**src/rtl/div_if.sv**
```systemverilog
// Handshake and result bundle between the EX-stage issuer and the iterative divider.
interface div_if #(parameter int WIDTH = 32);
  logic             div_start;
  logic             div_signed;
  logic             div_abort;
  logic [WIDTH-1:0] div_op_x;
  logic [WIDTH-1:0] div_op_y;
  logic             div_busy;
  logic             div_done;
  logic             div_by_zero;
  logic [WIDTH-1:0] div_quotient;
  logic [WIDTH-1:0] div_remainder;

  modport master (
    output div_start, div_signed, div_abort, div_op_x, div_op_y,
    input  div_busy, div_done, div_by_zero, div_quotient, div_remainder
  );

  modport slave (
    input  div_start, div_signed, div_abort, div_op_x, div_op_y,
    output div_busy, div_done, div_by_zero, div_quotient, div_remainder
  );
endinterface

```
**src/rtl/div_unit.sv**
```systemverilog
// Iterative radix-2 restoring divider for MIPS DIV/DIVU (quotient -> LO, remainder -> HI).
// Optional DIV_ZERO_FAST_EN: a zero divisor skips the iteration phase.
//
// state | meaning
// IDLE  | waiting for an accepted start; results held
// CALC  | one restoring iteration per cycle, WIDTH cycles
// FIX   | sign correction, results and done registered
module div_unit #(
  parameter int WIDTH = 32
) (
  input logic   clk,
  input logic   rst_n,
  div_if.slave  bus
);
  localparam int CW = (WIDTH > 1) ? $clog2(WIDTH) : 1;

  typedef enum logic [1:0] {IDLE, CALC, FIX} state_t;

  state_t           state_q, state_d;
  logic [CW-1:0]    cnt_q, cnt_d;
  logic [WIDTH-1:0] rem_q, rem_d;
  logic [WIDTH-1:0] quo_q, quo_d;
  logic [WIDTH-1:0] dvs_q, dvs_d;
  logic [WIDTH-1:0] x_raw_q, x_raw_d;
  logic             neg_quo_q, neg_quo_d;
  logic             neg_rem_q, neg_rem_d;
  logic             zero_q, zero_d;
  logic [WIDTH-1:0] res_quo_q, res_quo_d;
  logic [WIDTH-1:0] res_rem_q, res_rem_d;
  logic             by_zero_q, by_zero_d;
  logic             done_q, done_d;

  logic [WIDTH:0]   trial;
  logic [WIDTH-1:0] x_abs, y_abs;
  logic             x_neg, y_neg, y_zero, skip_calc;

  assign x_neg  = bus.div_signed & bus.div_op_x[WIDTH-1];
  assign y_neg  = bus.div_signed & bus.div_op_y[WIDTH-1];
  assign x_abs  = x_neg ? -bus.div_op_x : bus.div_op_x;
  assign y_abs  = y_neg ? -bus.div_op_y : bus.div_op_y;
  assign y_zero = (bus.div_op_y == '0);

`ifdef DIV_ZERO_FAST_EN
  assign skip_calc = y_zero;
`else
  assign skip_calc = 1'b0;
`endif

  // Shifted-in partial remainder is WIDTH+1 bits wide, so the borrow is exact.
  assign trial = {rem_q, quo_q[WIDTH-1]} - {1'b0, dvs_q};

  always_comb begin
    state_d   = state_q;
    cnt_d     = cnt_q;
    rem_d     = rem_q;
    quo_d     = quo_q;
    dvs_d     = dvs_q;
    x_raw_d   = x_raw_q;
    neg_quo_d = neg_quo_q;
    neg_rem_d = neg_rem_q;
    zero_d    = zero_q;
    res_quo_d = res_quo_q;
    res_rem_d = res_rem_q;
    by_zero_d = by_zero_q;
    done_d    = 1'b0;

    case (state_q)
      IDLE: begin
        if (bus.div_start && !bus.div_abort) begin
          state_d   = skip_calc ? FIX : CALC;
          cnt_d     = '0;
          rem_d     = '0;
          quo_d     = x_abs;
          dvs_d     = y_abs;
          x_raw_d   = bus.div_op_x;
          neg_quo_d = x_neg ^ y_neg;
          neg_rem_d = x_neg;
          zero_d    = y_zero;
        end
      end
      CALC: begin
        if (bus.div_abort) begin
          state_d = IDLE;
        end else begin
          if (!trial[WIDTH]) begin
            rem_d = trial[WIDTH-1:0];
            quo_d = {quo_q[WIDTH-2:0], 1'b1};
          end else begin
            rem_d = {rem_q[WIDTH-2:0], quo_q[WIDTH-1]};
            quo_d = {quo_q[WIDTH-2:0], 1'b0};
          end
          cnt_d = cnt_q + CW'(1);
          if (cnt_q == CW'(WIDTH - 1)) begin
            state_d = FIX;
          end
        end
      end
      FIX: begin
        if (bus.div_abort) begin
          state_d = IDLE;
        end else begin
          state_d   = IDLE;
          done_d    = 1'b1;
          by_zero_d = zero_q;
          if (zero_q) begin
            res_quo_d = '1;
            res_rem_d = x_raw_q;
          end else begin
            res_quo_d = neg_quo_q ? -quo_q : quo_q;
            res_rem_d = neg_rem_q ? -rem_q : rem_q;
          end
        end
      end
      default: state_d = IDLE;
    endcase
  end

  always_ff @(posedge clk or negedge rst_n) begin
    if (!rst_n) begin
      state_q   <= IDLE;
      cnt_q     <= '0;
      rem_q     <= '0;
      quo_q     <= '0;
      dvs_q     <= '0;
      x_raw_q   <= '0;
      neg_quo_q <= 1'b0;
      neg_rem_q <= 1'b0;
      zero_q    <= 1'b0;
      res_quo_q <= '0;
      res_rem_q <= '0;
      by_zero_q <= 1'b0;
      done_q    <= 1'b0;
    end else begin
      state_q   <= state_d;
      cnt_q     <= cnt_d;
      rem_q     <= rem_d;
      quo_q     <= quo_d;
      dvs_q     <= dvs_d;
      x_raw_q   <= x_raw_d;
      neg_quo_q <= neg_quo_d;
      neg_rem_q <= neg_rem_d;
      zero_q    <= zero_d;
      res_quo_q <= res_quo_d;
      res_rem_q <= res_rem_d;
      by_zero_q <= by_zero_d;
      done_q    <= done_d;
    end
  end

  assign bus.div_busy      = (state_q != IDLE);
  assign bus.div_done      = done_q;
  assign bus.div_by_zero   = by_zero_q;
  assign bus.div_quotient  = res_quo_q;
  assign bus.div_remainder = res_rem_q;
endmodule

```
**src/flat_wrapper.sv**
```systemverilog
// flat-port wrapper written by rule: the top's interface ports become plain ports
module div_unit_flat 
#(
  parameter int WIDTH = 32
)
  (clk, rst_n, bus_div_start, bus_div_signed, bus_div_abort, bus_div_op_x, bus_div_op_y, bus_div_busy, bus_div_done, bus_div_by_zero, bus_div_quotient, bus_div_remainder);
  div_if #(.WIDTH(WIDTH)) bus_i ();
  input logic clk;
  input logic rst_n;
  input wire logic [$bits(bus_i.div_start)-1:0] bus_div_start;
  input wire logic [$bits(bus_i.div_signed)-1:0] bus_div_signed;
  input wire logic [$bits(bus_i.div_abort)-1:0] bus_div_abort;
  input wire logic [$bits(bus_i.div_op_x)-1:0] bus_div_op_x;
  input wire logic [$bits(bus_i.div_op_y)-1:0] bus_div_op_y;
  output wire logic [$bits(bus_i.div_busy)-1:0] bus_div_busy;
  output wire logic [$bits(bus_i.div_done)-1:0] bus_div_done;
  output wire logic [$bits(bus_i.div_by_zero)-1:0] bus_div_by_zero;
  output wire logic [$bits(bus_i.div_quotient)-1:0] bus_div_quotient;
  output wire logic [$bits(bus_i.div_remainder)-1:0] bus_div_remainder;
  assign bus_i.div_start = bus_div_start;
  assign bus_i.div_signed = bus_div_signed;
  assign bus_i.div_abort = bus_div_abort;
  assign bus_i.div_op_x = bus_div_op_x;
  assign bus_i.div_op_y = bus_div_op_y;
  assign bus_div_busy = bus_i.div_busy;
  assign bus_div_done = bus_i.div_done;
  assign bus_div_by_zero = bus_i.div_by_zero;
  assign bus_div_quotient = bus_i.div_quotient;
  assign bus_div_remainder = bus_i.div_remainder;
  div_unit #(.WIDTH(WIDTH)) u_core (.clk(clk), .rst_n(rst_n), .bus(bus_i));
endmodule
```
**config.mk**
```make
export PLATFORM = sky130hd
export DESIGN_NAME = div_unit_flat
export DESIGN_NICKNAME = d
export VERILOG_FILES = /design/src/rtl/div_if.sv /design/src/rtl/div_unit.sv /design/src/flat_wrapper.sv
export SDC_FILE = /design/constraint.sdc
export NUM_CORES = 1
export LEC_CHECK = 0
export ABC_AREA = 1
export BUFFER_PORTS_ARGS = -buffer_cell sky130_fd_sc_hd__buf_2
export CORE_MARGIN = 4
export CORE_UTILIZATION = 50
export CTS_BUF_LIST = sky130_fd_sc_hd__clkbuf_16
export CTS_CLUSTER_SIZE = 25
export DETAILED_ROUTE_END_ITERATION = 10
export PLACE_DENSITY = 0.69
export SETUP_SLACK_MARGIN = 0.1
export SLEW_MARGIN = 20
export SYNTH_ARGS = -nofsm -noshare
export SYNTH_HDL_FRONTEND = slang
export SYNTH_SLANG_ARGS = --single-unit
```
**constraint.sdc**
```tcl
create_clock -name clk -period 2.9 [get_ports clk]
set_input_delay 0 -clock clk [delete_from_list [all_inputs] [get_ports clk]]
set_output_delay 0 -clock clk [all_outputs]
set_load 0.005 [all_outputs]
```
==> out/qor.yml <==
status: "completed"
p_sw_share_pct: 37.5
cts_tree: "yes"
synthArstFlopShare_pct: 100
leakage_nw: 9.49
clkPwrFrac_pct: 32.3
vias: 15400
rsz0062_at_grt: "true"
initial_utilization_pct: 51.0
synth_flop_cell: "dfrtp_1"
start_kind: "input pin"
syn_to_final_growth_pct: 18.3
critPathMaxFanout: 4
crit_type: "input pin to register"
final_common_cell: "nand2_1"
min_period_over_period_pct: 92.8
cts_root_buf: "clkbuf_16"
intPower_mw: 6.10
syn-num-nets: 2309
place_congestion: 0.964
end_kind: "register"
synthDistinctLibCells: 56
syn_avg_cell_area_um2: 6.68
synth_edf_count: 0
grtUsageTotal_pct: 31.4
cts.clk_slew.worst_paths_ps: 50
dpl_cell_area_um2: 15800
fin_crit_ps: 2690
finClkSkew_ps: 25.8
core_area_um2: 28900
clock_latency_ps: 540
place_hpwl_um: 39800
antenna_found_initial: 0
power_switching_mw: 3.66
drtIter0Drc: 1363
ios: 136
cts_sinks: 204
critical_path.max_stage_delay_ps: 560
vias_per_cell: 5.48
io_buffers: 135
fmax_ghz: 0.371
die_w_um: 179
grt_start_max_net_pins: 69
nets: 2507
multi_input_area_um2: 8060
cp_slowest_cell: "dlygate4sd3_1"
fin_area_um2: 17400
drv_slew: 0
path_cells: "dlygate4sd3_1, buf_2, inv_2, nand3_2, nor3_4, nand2_2, nor2_4, nand3_1, nand2_1, nand2_1, nand2_1, dlygate4sd3_1, nand3_1, dlygate4sd3_1, o21ai_1"
postLayoutSetupSlackWorst_ps: 208
first_global_vias: 14400
rows: 62
overflow: 0
grt_pass1_wl_um: 82300
final-hold-violation-count: 0
netlist_instances: 2201
peakVddDrop_mv: 0.442
pre_cts_slack_ps: 307
numCtsBuffers: 25
tns_ps: 0
ys_seq_area_share_pct: 34.7
ant_nets: 0
power_mw: 9.76
p_seq_share_pct: 36.1
cp.required_ps: 3340
mostFrequentLayoutCells: "nand2_1, inv_1, dfrtp_1, nand3_1, nor2_1"
min_path_type: "input pin to register"
setup_viol: 0
nFillCells: 2774
pwr-share-comb_pct: 31.7
drt_first_pass_iters: 7
critPathArrivalTime_ps: 3130
die_area_um2: 32200
crit_family: "buffers and inverters"
die-height_um: 179
cts_max_level: 1
drc: 0
path_buf_inv: 5
wirelength_um: 52500
power_density_nw_per_um2: 561
synth-seq-cells: 204
tightest_slew_ps: 802
relSlewSlack_pct: 45.8
drive_above_1_share_pct: 11.7
drv_cap: 0
wl_per_cell_um: 18.7
yosysWarnings: 0
n_antenna_cell: 0
synth_area_um2: 14700
clock_path_buffers: 3
register_area_um2: 5100
## through the flow
stage / std cells / util [%] / hold WS [ps]
after global placement: 2676 / 54.6 / 45.0
after detailed placement: 2676 / 54.6 / 49.8
final: 2802 / 60.3 / 16.7
after global routing: 2802 / 60.3 / 79.5
after CTS: 2799 / 60.1 / 3.43
after floorplan: 2201 / - / -296
## final cells by class
cell class / instances / share of cell area, %
multi-input cells: 1589 / 46.3
flip-flops and latches: 204 / 29.3
repair buffers: 237 / 9.51
inverters: 342 / 7.38
clock buffers: 25 / 3.60
well taps: 384 / 2.76
clock inverters: 21 / 1.08
## power groups by stage
stage	Combinational, mW	Clock, mW	Sequential (mW)
after global routing	3.45	3.30	3.56
after CTS	3.04	3.17	3.51
after global placement	2.90	0	3.55
final	3.09	3.15	3.52
after floorplan	1.99	0	3.46
after detailed placement	2.91	0	3.55
## cell usage after synthesis (all sizes together), types with 33 or more instances
cell type	number	area (um^2)
a21oi	93	484
nand2	670	2640
nor3	38	200
nand3	199	1040
clkbuf	42	158
dfrtp	204	5100
ha	38	475
xor2	48	420
o21ai	120	604
o22ai	33	206
nor2	199	800
inv	341	1280
## worst reg2reg max path, cell delays in order (launching register included)
cell and delay (ps):
dfrtp_1 380, inv_1 140, ha_1 240, fa_1 400, inv_1 90, nand2_1 50
nand2_1 70, nand3_1 80, nand2_2 120, nand2_2 80, nand2_4 80, nand2_4 90
nand2_4 100, nand2_8 150, nand2_4 260, nand2_1 80, nand3_1 70, nand2_1 60
## worst paths after layout
kind	cells after the start	end	start	slack, ps
max in group asynchronous	3	u_core.bus.div_quotient[9]	rst_n	1900
min in group asynchronous	2	u_core.rem_q[6]	rst_n	30
min	5	u_core.dvs_q[28]	bus_div_op_y[28]	20
max	15	u_core.dvs_q[27]	bus_div_op_y[0]	210
max reg2reg	17	u_core.rem_q[5]	u_core.quo_q[31]	260
min reg2reg	2	u_core.bus.div_remainder[15]	u_core.bus.div_remainder[15]	480
## state kept, by name (all words and copies together) (netlist names), 2 cells and up
name                      flops
u_core.bus.div_quotient      32
u_core.bus.div_remainder     32
u_core.cnt_q                  5
u_core.dvs_q                 32
u_core.quo_q                 32
u_core.x_raw_q               32
u_core.rem_q                 32
u_core.state_q                2
## per-layer routing
layer	part of all wire, %	track usage, %	vias to the layer above
li1	-	-	7468
met1	46	47.0	7272
met2	44	48.5	548
met3	7.0	4.63	67
met4	2.3	7.10	0
met5	0	0	-
## cells by family after synthesis
logic type	count (synthesis)	synth area share [%]
and+or+nand+nor	1156	34.0
buffers and inverters	410	10.9
AOI/OAI and AO/OA	328	13.2
DFF	204	34.7
xor gates and xnor gates	64	3.81
adders and majority gates	39	3.37
## what timing repair did
item	4_1_cts	5_1_grt
resized for setup	0	9
hold buffers	77	0
setup endpoints to repair	0	12
buffers inserted	0	1
hold endpoints to repair	160	0
No activity file was read; power rests on OpenSTA's default activity.
